<file path="src/rtl/execid_seq.sv">
// Hierarchical execution-ID sequencer: ZERO/LOAD/INC/DESCEND/ASCEND on 8-bit slots of cur_id.
// Latency: rsp_valid high 2 cycles after the accept cycle (ZERO/LOAD/illegal), NSLOTS+2 for scanning ops.
// Backpressure: one command in flight; cmd_ready only in IDLE, response held until rsp_ready.
// Optional feature macro EXECID_SEQ_ERRCNT_EN: adds err_cnt, a saturating 8-bit error counter output.
module execid_seq #(
    parameter int WIDTH = 32
) (
    input  logic             clk,
    input  logic             rst,
    input  logic             cmd_valid,
    output logic             cmd_ready,
    input  logic [2:0]       cmd_op,
    input  logic [WIDTH-1:0] cmd_data,
    output logic             rsp_valid,
    input  logic             rsp_ready,
    output logic [WIDTH-1:0] rsp_id,
    output logic [1:0]       rsp_err,
    output logic [WIDTH-1:0] cur_id
`ifdef EXECID_SEQ_ERRCNT_EN
    ,
    output logic [7:0]       err_cnt
`endif
);

    localparam int NSLOTS = WIDTH / 8;
    localparam int LW     = (NSLOTS > 1) ? $clog2(NSLOTS) : 1;
    localparam logic [LW-1:0] LAST_SLOT = LW'(NSLOTS - 1);

    localparam logic [2:0] OP_ZERO    = 3'd0;
    localparam logic [2:0] OP_LOAD    = 3'd1;
    localparam logic [2:0] OP_INC     = 3'd2;
    localparam logic [2:0] OP_DESCEND = 3'd3;
    localparam logic [2:0] OP_ASCEND  = 3'd4;

    localparam logic [1:0] ERR_OK     = 2'd0;
    localparam logic [1:0] ERR_NOSLOT = 2'd1;
    localparam logic [1:0] ERR_OVF    = 2'd2;
    localparam logic [1:0] ERR_BADOP  = 2'd3;

    typedef enum logic [1:0] {
        IDLE  = 2'd0,
        SCAN  = 2'd1,
        APPLY = 2'd2,
        RESP  = 2'd3
    } state_t;

    state_t state;
    state_t state_nxt;

    // Latched command
    logic [2:0]       op_q;
    logic [WIDTH-1:0] data_q;

    // Scan results: lowest nonzero slot (lo) and highest zero slot (hz)
    logic [LW-1:0] scan_idx;
    logic [LW-1:0] lo;
    logic          lo_found;
    logic [LW-1:0] hz;
    logic          hz_found;

    // Slot views and candidate results
    logic [7:0]       scan_slot;
    logic [7:0]       lo_slot;
    logic [7:0]       up_slot;
    logic [WIDTH-1:0] inc_id;
    logic [WIDTH-1:0] desc_id;
    logic [WIDTH-1:0] asc_id;
    logic [WIDTH-1:0] op_id;
    logic [1:0]       apply_err;

    logic accept;

    // Only the slot-walking ops need to pass through SCAN.
    function automatic logic is_scan_op(input logic [2:0] op);
        return (op == OP_INC) || (op == OP_DESCEND) || (op == OP_ASCEND);
    endfunction

    assign accept = cmd_valid && cmd_ready;

    // State register
    always_ff @(posedge clk) begin
        if (rst) begin
            state <= IDLE;
        end else begin
            state <= state_nxt;
        end
    end

    // Next-state logic
    always_comb begin
        state_nxt = state;
        case (state)
            IDLE: begin
                if (cmd_valid) begin
                    state_nxt = is_scan_op(cmd_op) ? SCAN : APPLY;
                end
            end
            SCAN: begin
                if (scan_idx == LAST_SLOT) begin
                    state_nxt = APPLY;
                end
            end
            APPLY: begin
                state_nxt = RESP;
            end
            RESP: begin
                if (rsp_ready) begin
                    state_nxt = IDLE;
                end
            end
            default: begin
                state_nxt = IDLE;
            end
        endcase
    end

    // FSM outputs
    always_comb begin
        cmd_ready = (state == IDLE);
    end

    // Capture op and data at accept so later input changes are ignored
    always_ff @(posedge clk) begin
        if (rst) begin
            op_q   <= '0;
            data_q <= '0;
        end else if (accept) begin
            op_q   <= cmd_op;
            data_q <= cmd_data;
        end
    end

    // Walk slots 0..NSLOTS-1, one per cycle, recording lo and hz
    always_ff @(posedge clk) begin
        if (rst) begin
            scan_idx <= '0;
            lo       <= '0;
            lo_found <= 1'b0;
            hz       <= '0;
            hz_found <= 1'b0;
        end else if (accept) begin
            scan_idx <= '0;
            lo       <= '0;
            lo_found <= 1'b0;
            hz       <= '0;
            hz_found <= 1'b0;
        end else if (state == SCAN) begin
            if (scan_slot != 8'd0) begin
                // First nonzero seen wins: that is the innermost level.
                if (!lo_found) begin
                    lo       <= scan_idx;
                    lo_found <= 1'b1;
                end
            end else begin
                // Ascending walk, so the last zero seen is the highest one.
                hz       <= scan_idx;
                hz_found <= 1'b1;
            end
            if (scan_idx != LAST_SLOT) begin
                scan_idx <= scan_idx + LW'(1);
            end
        end
    end

    // Select the slot under scan, slot lo and slot lo+1 without dynamic part-selects
    always_comb begin
        scan_slot = 8'd0;
        lo_slot   = 8'd0;
        up_slot   = 8'd0;
        for (int k = 0; k < NSLOTS; k++) begin
            if (LW'(k) == scan_idx) begin
                scan_slot = cur_id[8*k +: 8];
            end
            if (LW'(k) == lo) begin
                lo_slot = cur_id[8*k +: 8];
            end
            if ((k > 0) && (LW'(k - 1) == lo)) begin
                up_slot = cur_id[8*k +: 8];
            end
        end
    end

    // Candidate IDs for INC/DESCEND/ASCEND; slot math wraps per slot, no carry between slots
    always_comb begin
        inc_id  = cur_id;
        desc_id = cur_id;
        asc_id  = cur_id;
        for (int k = 0; k < NSLOTS; k++) begin
            if (LW'(k) == lo) begin
                inc_id[8*k +: 8] = cur_id[8*k +: 8] + 8'd1;
                asc_id[8*k +: 8] = 8'd0;
            end
            if (LW'(k) == hz) begin
                desc_id[8*k +: 8] = 8'd1;
            end
            if ((k > 0) && (LW'(k - 1) == lo)) begin
                asc_id[8*k +: 8] = cur_id[8*k +: 8] + 8'd1;
            end
        end
    end

    // Pick the result and error code; any error leaves op_id at cur_id
    always_comb begin
        op_id     = cur_id;
        apply_err = ERR_OK;
        case (op_q)
            OP_ZERO: begin
                op_id = '0;
            end
            OP_LOAD: begin
                op_id = data_q;
            end
            OP_INC: begin
                if (!lo_found) begin
                    apply_err = ERR_NOSLOT;
                end else if (lo_slot == 8'hFF) begin
                    apply_err = ERR_OVF;
                end else begin
                    op_id = inc_id;
                end
            end
            OP_DESCEND: begin
                if (!hz_found) begin
                    apply_err = ERR_NOSLOT;
                end else begin
                    op_id = desc_id;
                end
            end
            OP_ASCEND: begin
                if (!lo_found || (lo == LAST_SLOT)) begin
                    apply_err = ERR_NOSLOT;
                end else if (up_slot == 8'hFF) begin
                    apply_err = ERR_OVF;
                end else begin
                    op_id = asc_id;
                end
            end
            default: begin
                apply_err = ERR_BADOP;
            end
        endcase
    end

    // Commit cur_id and the response together on the APPLY edge; drop rsp_valid on handshake
    always_ff @(posedge clk) begin
        if (rst) begin
            cur_id    <= '0;
            rsp_id    <= '0;
            rsp_err   <= ERR_OK;
            rsp_valid <= 1'b0;
        end else if (state == APPLY) begin
            cur_id    <= op_id;
            rsp_id    <= op_id;
            rsp_err   <= apply_err;
            rsp_valid <= 1'b1;
        end else if ((state == RESP) && rsp_ready) begin
            rsp_valid <= 1'b0;
        end
    end

`ifdef EXECID_SEQ_ERRCNT_EN
    // Count failed commands, saturating at 255
    always_ff @(posedge clk) begin
        if (rst) begin
            err_cnt <= 8'd0;
        end else if ((state == APPLY) && (apply_err != ERR_OK) && (err_cnt != 8'hFF)) begin
            err_cnt <= err_cnt + 8'd1;
        end
    end
`endif

endmodule

</file>
<file path="config.mk">
export PLATFORM = sky130hd
export DESIGN_NAME = execid_seq
export DESIGN_NICKNAME = d
export VERILOG_FILES = /design/src/rtl/execid_seq.sv
export SDC_FILE = /design/constraint.sdc
export NUM_CORES = 1
export LEC_CHECK = 0
export CORE_MARGIN = 1.5
export CORE_UTILIZATION = 54
export CTS_CLUSTER_DIAMETER = 120
export DETAILED_ROUTE_END_ITERATION = 16
export PLACE_DENSITY = 0.95
export SETUP_SLACK_MARGIN = 0.3
export SYNTH_ARGS = -nofsm -noshare
export SYNTH_HDL_FRONTEND = slang
export SYNTH_SLANG_ARGS = --single-unit
</file>
<file path="constraint.sdc">
create_clock -name clk -period 3.5 [get_ports clk]
set_input_delay 0.525 -clock clk [delete_from_list [all_inputs] [get_ports clk]]
set_output_delay 0.525 -clock clk [all_outputs]
set_load 0.05 [all_outputs]
</file>
==> results of run 1 <==
-- layer usage --
| layer | vias to the layer above | GRT usage, % | wire length, um |
|---|---|---|---|
| met3 | 18 | 4.43 | 877 |
| li1 | 2105 | - | - |
| met4 | 0 | 9.20 | 168 |
| met1 | 2047 | 35.8 | 5230 |
| met2 | 202 | 47.4 | 5910 |
| met5 | - | 0 | 0 |
-- tightest hold or removal path, delay by kind of cell, from the launching register on --
| family | cells | cell delay (ps) |
|---|---|---|
| AO/OA/AOI/OAI | 1 | 50 |
| flip-flops | 1 | 310 |
| AND/OR/NAND/NOR | 1 | 50 |
-- power by group --
part	switching, mW	leakage (nW)	internal [mW]	total, mW
Clock	0.344	0.0920	0.326	0.670
Combinational	1.28	1.13	0.650	1.93
Sequential	0.243	0.652	1.09	1.34
-- final cells by class --
class | count | area [um^2] | area share, %
inverter | 23 | 86.3 | 1.56
tap | 105 | 131 | 2.38
multi-input combinational | 405 | 2420 | 43.8
timing repair buffer | 111 | 1090 | 19.8
clock inverter | 6 | 60.1 | 1.09
clock buffer | 10 | 128 | 2.31
sequential | 80 | 1600 | 29.0
-- kinds of logic after synthesis --
family / Yosys count
simple gates: 218
compound gates: 155
buf+inv: 86
flops: 80
fa+ha+maj: 16
xor+xnor: 9
mux: 7
-- layout by cell type (no fill, tap or decap), types with 4 or more instances in the layout --
master | netlist | final
clkdlybuf4s50_1 | 0 | 105
mux2i_1 | 6 | 6
xnor2_1 | 7 | 7
a31oi_1 | 5 | 5
a21oi_1 | 58 | 58
o22ai_1 | 4 | 4
nand2b_1 | 5 | 5
nor2_1 | 42 | 42
o21ai_0 | 21 | 21
nor3_1 | 10 | 10
nor4_1 | 14 | 14
a211oi_2 | 14 | 14
a22oi_1 | 13 | 13
inv_1 | 23 | 23
nand4_1 | 4 | 4
and2_1 | 7 | 7
dfxtp_1 | 80 | 80
o31ai_1 | 4 | 4
nand2_1 | 112 | 112
a32o_1 | 9 | 9
ha_1 | 16 | 16
buf_4 | 32 | 5
nand3_1 | 11 | 11
clkbuf_8 | 0 | 9
-- flip-flops by register name, indices dropped and copies added (netlist names) --
signal and flops:
state 2, rsp_err 2, lo 2, hz_found 1
lo_found 1, op_q 3, hz 2, scan_idx 2
cur_id 32, rsp_valid 1, data_q 32
-- how the worst max path moves through the flow --
| stage | slack [ps] | startpoint | cells after the start | endpoint |
|---|---|---|---|---|
| floorplan | 1010 | cur_id[0]$_SDFFE_PP0P_ | 8 | cur_id[13]$_SDFFE_PP0P_ |
| global placement | 830 | lo[0]$_SDFFE_PP0P_ | 9 | cur_id[18]$_SDFFE_PP0P_ |
| global route | 440 | lo[0]$_SDFFE_PP0P_ | 9 | cur_id[18]$_SDFFE_PP0P_ |
| CTS | 680 | lo[0]$_SDFFE_PP0P_ | 9 | cur_id[18]$_SDFFE_PP0P_ |
| detailed placement | 700 | lo[0]$_SDFFE_PP0P_ | 9 | cur_id[18]$_SDFFE_PP0P_ |
| finish | 610 | lo[0]$_SDFFE_PP0P_ | 9 | cur_id[18]$_SDFFE_PP0P_ |
-- metrics by stage --
step / instance area, um^2 / utilization (%) / hold WS [ps] / setup slack [ps] / power [mW]
3_3_place_gp: 5330 / 65.2 / 446 / 832 / 3.23
5_1_grt: 5520 / 67.5 / 484 / 436 / 4.15
2_1_floorplan: 4510 / - / 433 / 1010 / 2.82
4_1_cts: 5520 / 67.5 / 461 / 676 / 3.95
6_report: 5520 / 67.5 / 460 / 611 / 3.94
3_5_place_dp: 5330 / 65.2 / 450 / 703 / 3.28
==> results.md, run 1 <==
- Netlist cell types: 55
- DRC Markers: 0
- Post-synthesis adder-cell area fraction: 4.43%
- Fmax: 346 MHz
- IO Count: 107
- DR vias: 4372
- Flop2flop setup slack: 610 ps
- Simple-gate share of the synthesized area: 21.8%
- Clock-pin slew on the worst setup and hold paths: 80 ps
- Largest net degree at the start of global routing: 41
- Slew margin rel.: 40.8%
- Post-DP HPWL: 8.76 mm
- Seq cells post-synth: 80
- Die area: 8920 um^2
- Total CTS buffers: 9
- CP Cell Sequence: inv_1, ha_1, inv_1, nor4_1, o21a_1, nor4_1, and2_1, o21ai_0, a32o_1
- Synth Area in Compound Gates: 24.0%
- GRT Util Overall: 27.8%
- CP endpoint kind: flip-flop
- Global-route wire length before repair: 19.5 mm
- Pwr/cell area: 714 nW/um^2
- WS Path Type: reg2reg
- HP Start: data_q[22]$_SDFFE_PP0P_
- Final min period: 2890 ps
- Crit-path max cell delay: 570 ps
- Total core area: 8180 um^2
- Area grow syn2layout: 22.3%
- Vias in the first global route: 4006
- Buffers & Inverters on Critical Path: 2
- CP Max Fanout: 15
- Initial DRC Count: 324
- Hold Path Class: reg2reg
- RSZ-0062 raised after global routing: false
- Crit Reg-Reg Endpoint: cur_id[18]$_SDFFE_PP0P_
- Max-cap viol count: 0
- Mapped Nets: 626
- Root Buffer: clkbuf_8
- Crit start category: flip-flop
- Post-synth top cells: 112 x nand2_1, 80 x dfxtp_1, 58 x a21oi_1
- Post-Route WL: 12.2 mm
- Worst-case reg-to-reg path depth: 9
- # hold bufs at CTS: 0
- Fillcell total: 679
- Dominant cells by area after synthesis: dfxtp_1 35%, nand2_1 9.3%, a21oi_1 6.4%, buf_4 5.3%, ha_1 4.4%
- # diodes: 0
- Pins over their slew limit: 0
- Largest family of logic cells by synthesized area: compound AO/OA/AOI/OAI gates
- DR pass1 iterations: 7
- Final Hold Viols: 0
- Synth warn: 0
- Synth Area per Inst: 7.91 um^2
- Yosys top cell by area: dfxtp_1
- Synth Flop Type: dfxtp_1
- Hold depth: 2
- Measured slew at the worst slew-check pin: 885 ps
- WHS Endpoint: data_q[22]$_SDFFE_PP0P_
- Die X-Extent: 94.4 um
- Layout Cells excl Fill: 740
- Post-DR wirelength/cell: 16.5 um
- Ys async rst share: 0%
- Synth Area in XOR/XNOR: 1.75%
- Mux contribution to synthesized area: 1.58%
- Clk sinks: 80
- Maximum root-to-sink buffer count: 2
- Number of flops mapped to enable cells by yosys: 0
- Setup total negative slack: 0 ps
- # placed instances: 724
- Antenna viol nets, final: 0
- Cells after Synth: 571
- Most frequent cell after synthesis: nand2_1
- Worst EP required: 3750 ps
- Die height: 94.4 um
- CP delay by family, top: simple AND/OR/NAND/NOR gates
- RR Startpoint: lo[0]$_SDFFE_PP0P_
- Total grt overflow: 0
- Nets: 685
- Post-Synthesis Cell Area: 4510 um^2
- Arrival @ worst endpoint: 3140 ps
- Initial Util: 55.2%
- Antenna violations before repair: 0
- Peak supply drop: 0.628 mV
- H-tree Lvls: 3
- Critical Path Slowest Stage Cell: and2_1
- Post-CTS Resized: 0
- Vias per cell: 5.91
- Clock Latency Late Sink: 360 ps
- LEAKAGE: 1.87 nW
- Outcome: finished clean
- Setup Fix Bufs, Post-CTS: 0
- Final setup fails: 0
- Layout cells sized above 1: 6.77%
- Sequential-to-total area share from yosys stat: 35.5%
- Worst clock skew: 18.5 ps
- Routability cong.: 0.900
- Top cell type's share of synthesized area: 35.5%
- # port buffers: 106
- CTS tree: done
- Num rows: 33
- Fin crit share: 82.6%
(Power assumes the default switching activity.)
==> run 2: changes to the inputs <==
--- a/config.mk
+++ b/config.mk
@@ -6,10 +6,10 @@
 export NUM_CORES = 1
 export LEC_CHECK = 0
 export CORE_MARGIN = 1.5
-export CORE_UTILIZATION = 54
+export CORE_UTILIZATION = 50
 export CTS_CLUSTER_DIAMETER = 120
 export DETAILED_ROUTE_END_ITERATION = 16
-export PLACE_DENSITY = 0.95
+export PLACE_DENSITY = 0.9
 export SETUP_SLACK_MARGIN = 0.3
 export SYNTH_ARGS = -nofsm -noshare
 export SYNTH_HDL_FRONTEND = slang
==> constraint.sdc (replaced) <==
create_clock -name clk -period 2.91 [get_ports clk]
set_input_delay 0.4365 -clock clk [delete_from_list [all_inputs] [get_ports clk]]
set_output_delay 0.4365 -clock clk [all_outputs]
set_load 0.05 [all_outputs]
==> run 2 against run 1 <==
Design area up 1.9%; final cell count grew 1.1%; sequential share of layout area down 0.53 points; critical path depth unchanged; total power rose by 26%; sequential power increased by 21%; critical endpoint unchanged.
==> results.md, run 2 (synthesis results as in run 1) <==
- Outcome: finished clean (unchanged)
- CTS tree: done (unchanged)
- Layout Cells excl Fill: 748 (was 740)
- CP delay by family, top: simple AND/OR/NAND/NOR gates (unchanged)
- Antenna violations before repair: 0 (unchanged)
- Worst EP required: 3170 ps (was 3750 ps)
- Clock-pin slew on the worst setup and hold paths: 90 ps (was 80 ps)
- CP Cell Sequence: inv_1, ha_1, inv_1, nor4_1, o21a_1, nor4_1, and2_4, o21ai_0, a32o_1 (was inv_1, ha_1, inv_1, nor4_1, o21a_1, nor4_1, and2_1, o21ai_0, a32o_1)
- IO Count: 107 (unchanged)
- WS Path Type: reg2reg (unchanged)
- # placed instances: 732 (was 724)
- DRC Markers: 0 (unchanged)
- Commonest non-fill, non-tap cell in the layout: nand2_1 (unchanged)
- Total core area: 8720 um^2 (was 8180 um^2)
- Total CTS buffers: 9 (unchanged)
- Largest registers: cur_id: 32 flops, data_q: 32 flops, op_q: 3 flops (unchanged)
- CP endpoint kind: flip-flop (unchanged)
- Global-route wire length before repair: 20.4 mm (was 19.5 mm)
- Flop2flop setup slack: 420 ps (was 610 ps)
- # diodes: 0 (unchanged)
- Smallest hold slack: 465 ps (was 460 ps)
- H-tree Lvls: 3 (unchanged)
- Peak supply drop: 0.710 mV (was 0.628 mV)
- Area grow syn2layout: 24.6% (was 22.3%)
- Clk network pwr share: 19.0% (was 17.0%)
- Worst clock skew: 11.4 ps (was 18.5 ps)
- Crit-path max cell delay: 400 ps (was 570 ps)
- RSZ-0062 raised after global routing: true (was false)
- Clock Latency Late Sink: 360 ps (about the same)
- # port buffers: 106 (unchanged)
- LEAKAGE: 1.92 nW (was 1.87 nW)
- Total grt overflow: 0 (unchanged)
- # hold bufs at CTS: 0 (unchanged)
- Internal: 2.63 mW (was 2.07 mW)
- Vias per cell: 5.97 (was 5.91)
- Num rows: 34 (was 33)
- Initial DRC Count: 293 (was 324)
- Final min period: 2490 ps (was 2890 ps)
- Sw Pwr: 2.32 mW (was 1.87 mW)
- Arrival @ worst endpoint: 2750 ps (was 3140 ps)
- Layout cells sized above 1: 8.28% (was 6.77%)
- Post-DR wirelength/cell: 16.9 um (was 16.5 um)
- Pwr/cell area: 881 nW/um^2 (was 714 nW/um^2)
- Buffers & Inverters on Critical Path: 2 (unchanged)
- Final Hold Viols: 0 (unchanged)
- Clk sinks: 80 (unchanged)
- Die X-Extent: 98.0 um (was 94.4 um)
- Critical Path Slowest Stage Cell: nor4_1 (was and2_1)
- Antenna viol nets, final: 0 (unchanged)
- Root Buffer: clkbuf_8 (unchanged)
- Post-Route WL: 12.6 mm (was 12.2 mm)
- Largest net degree at the start of global routing: 54 (was 41)
- Max-cap viol count: 0 (unchanged)
- Vias in the first global route: 4249 (was 4006)
- Initial Util: 51.8% (was 55.2%)
- Crit start category: flip-flop (unchanged)
- GRT Util Overall: 26.2% (was 27.8%)
- Gate power share: 48.3% (was 49.1%)
- Routability cong.: 0.940 (was 0.900)
- Slew margin rel.: 56.0% (was 40.8%)
- Most frequent cells in the layout: 112 x nand2_1, 105 x clkdlybuf4s50_1, 80 x dfxtp_1 (unchanged)
- CP Max Fanout: 15 (unchanged)
- Nets: 690 (was 685)
- Measured slew at the worst slew-check pin: 655 ps (was 885 ps)
- Post-DP HPWL: 9.14 mm (was 8.76 mm)
- Reg power frac: 32.7% (was 33.9%)
- Setup Fix Bufs, Post-CTS: 0 (unchanged)
- Fin crit share: 85.6% (was 82.6%)
- Die area: 9610 um^2 (was 8920 um^2)
- Maximum root-to-sink buffer count: 2 (unchanged)
- Hold Path Class: reg2reg (unchanged)
- Die height: 98.0 um (was 94.4 um)
- Sw Ratio: 46.9% (was 47.5%)
- Pins over their slew limit: 0 (unchanged)
- Final setup fails: 0 (unchanged)
- DR vias: 4464 (was 4372)
- Fmax: 402 MHz (was 346 MHz)
- DR pass1 iterations: 5 (was 7)
- Setup total negative slack: 0 ps (unchanged)
[run 2: cell type report]
cell class / instances / area [um^2]
Fill cell: 747 / 3100
Clock buffer: 9 / 124
Inverter: 23 / 86.3
Tap cell: 108 / 135
Sequential cell: 80 / 1600
Timing Repair Buffer: 116 / 1140
Multi-Input combinational cell: 405 / 2430
Clock inverter: 7 / 104
[run 2: worst paths after layout]
kind	startpoint	endpoint	depth (start not counted)
setup reg to reg	lo[0]$_SDFFE_PP0P_	cur_id[18]$_SDFFE_PP0P_	9
setup / recovery	lo[0]$_SDFFE_PP0P_	cur_id[18]$_SDFFE_PP0P_	9
hold reg to reg	data_q[4]$_SDFFE_PP0P_	data_q[4]$_SDFFE_PP0P_	2
hold / removal	data_q[4]$_SDFFE_PP0P_	data_q[4]$_SDFFE_PP0P_	2
[run 2: worst register-to-register path, stage by stage (launching register included)]
cell and delay (ps):
dfxtp_1 390, inv_1 80, ha_1 300, inv_1 180
nor4_1 80, o21a_1 250, nor4_1 410, and2_4 330
o21ai_0 110, a32o_1 260
[run 2: metal layers]
layer,vias up,wire (um),GRT usage (%)
met2,194,6240,44.3
met1,2138,5370,33.1
met5,-,0,0
met3,26,743,4.01
li1,2106,-,-
met4,0,276,11.0
[run 2: stage by stage]
| step | total power [mW] | util, % | worst slack, ps | instance area, um^2 |
|---|---|---|---|---|
| global route | 5.20 | 64.5 | 256 | 5620 |
| finish | 4.95 | 64.5 | 419 | 5620 |
| global placement | 3.92 | 61.8 | 278 | 5390 |
| floorplan | 3.39 | - | 420 | 4510 |
| CTS | 4.93 | 64.4 | 349 | 5620 |
| detailed placement | 3.99 | 61.8 | 163 | 5390 |
[run 2: power groups by stage]
| stage | registers [mW] | clock network (mW) | logic (mW) |
|---|---|---|---|
| 6_report | 1.62 | 0.940 | 2.39 |
| 5_1_grt | 1.65 | 0.991 | 2.56 |
| 4_1_cts | 1.61 | 0.946 | 2.38 |
| 3_5_place_dp | 1.63 | 0 | 2.36 |
| 3_3_place_gp | 1.62 | 0 | 2.30 |
| 2_1_floorplan | 1.88 | 0 | 1.51 |
[run 2: timing repair]
item / 4_1_cts / 5_1_grt
resized for setup: 3 / 4
pin swaps: 0 / 0
setup endpoints to repair: 12 / 16
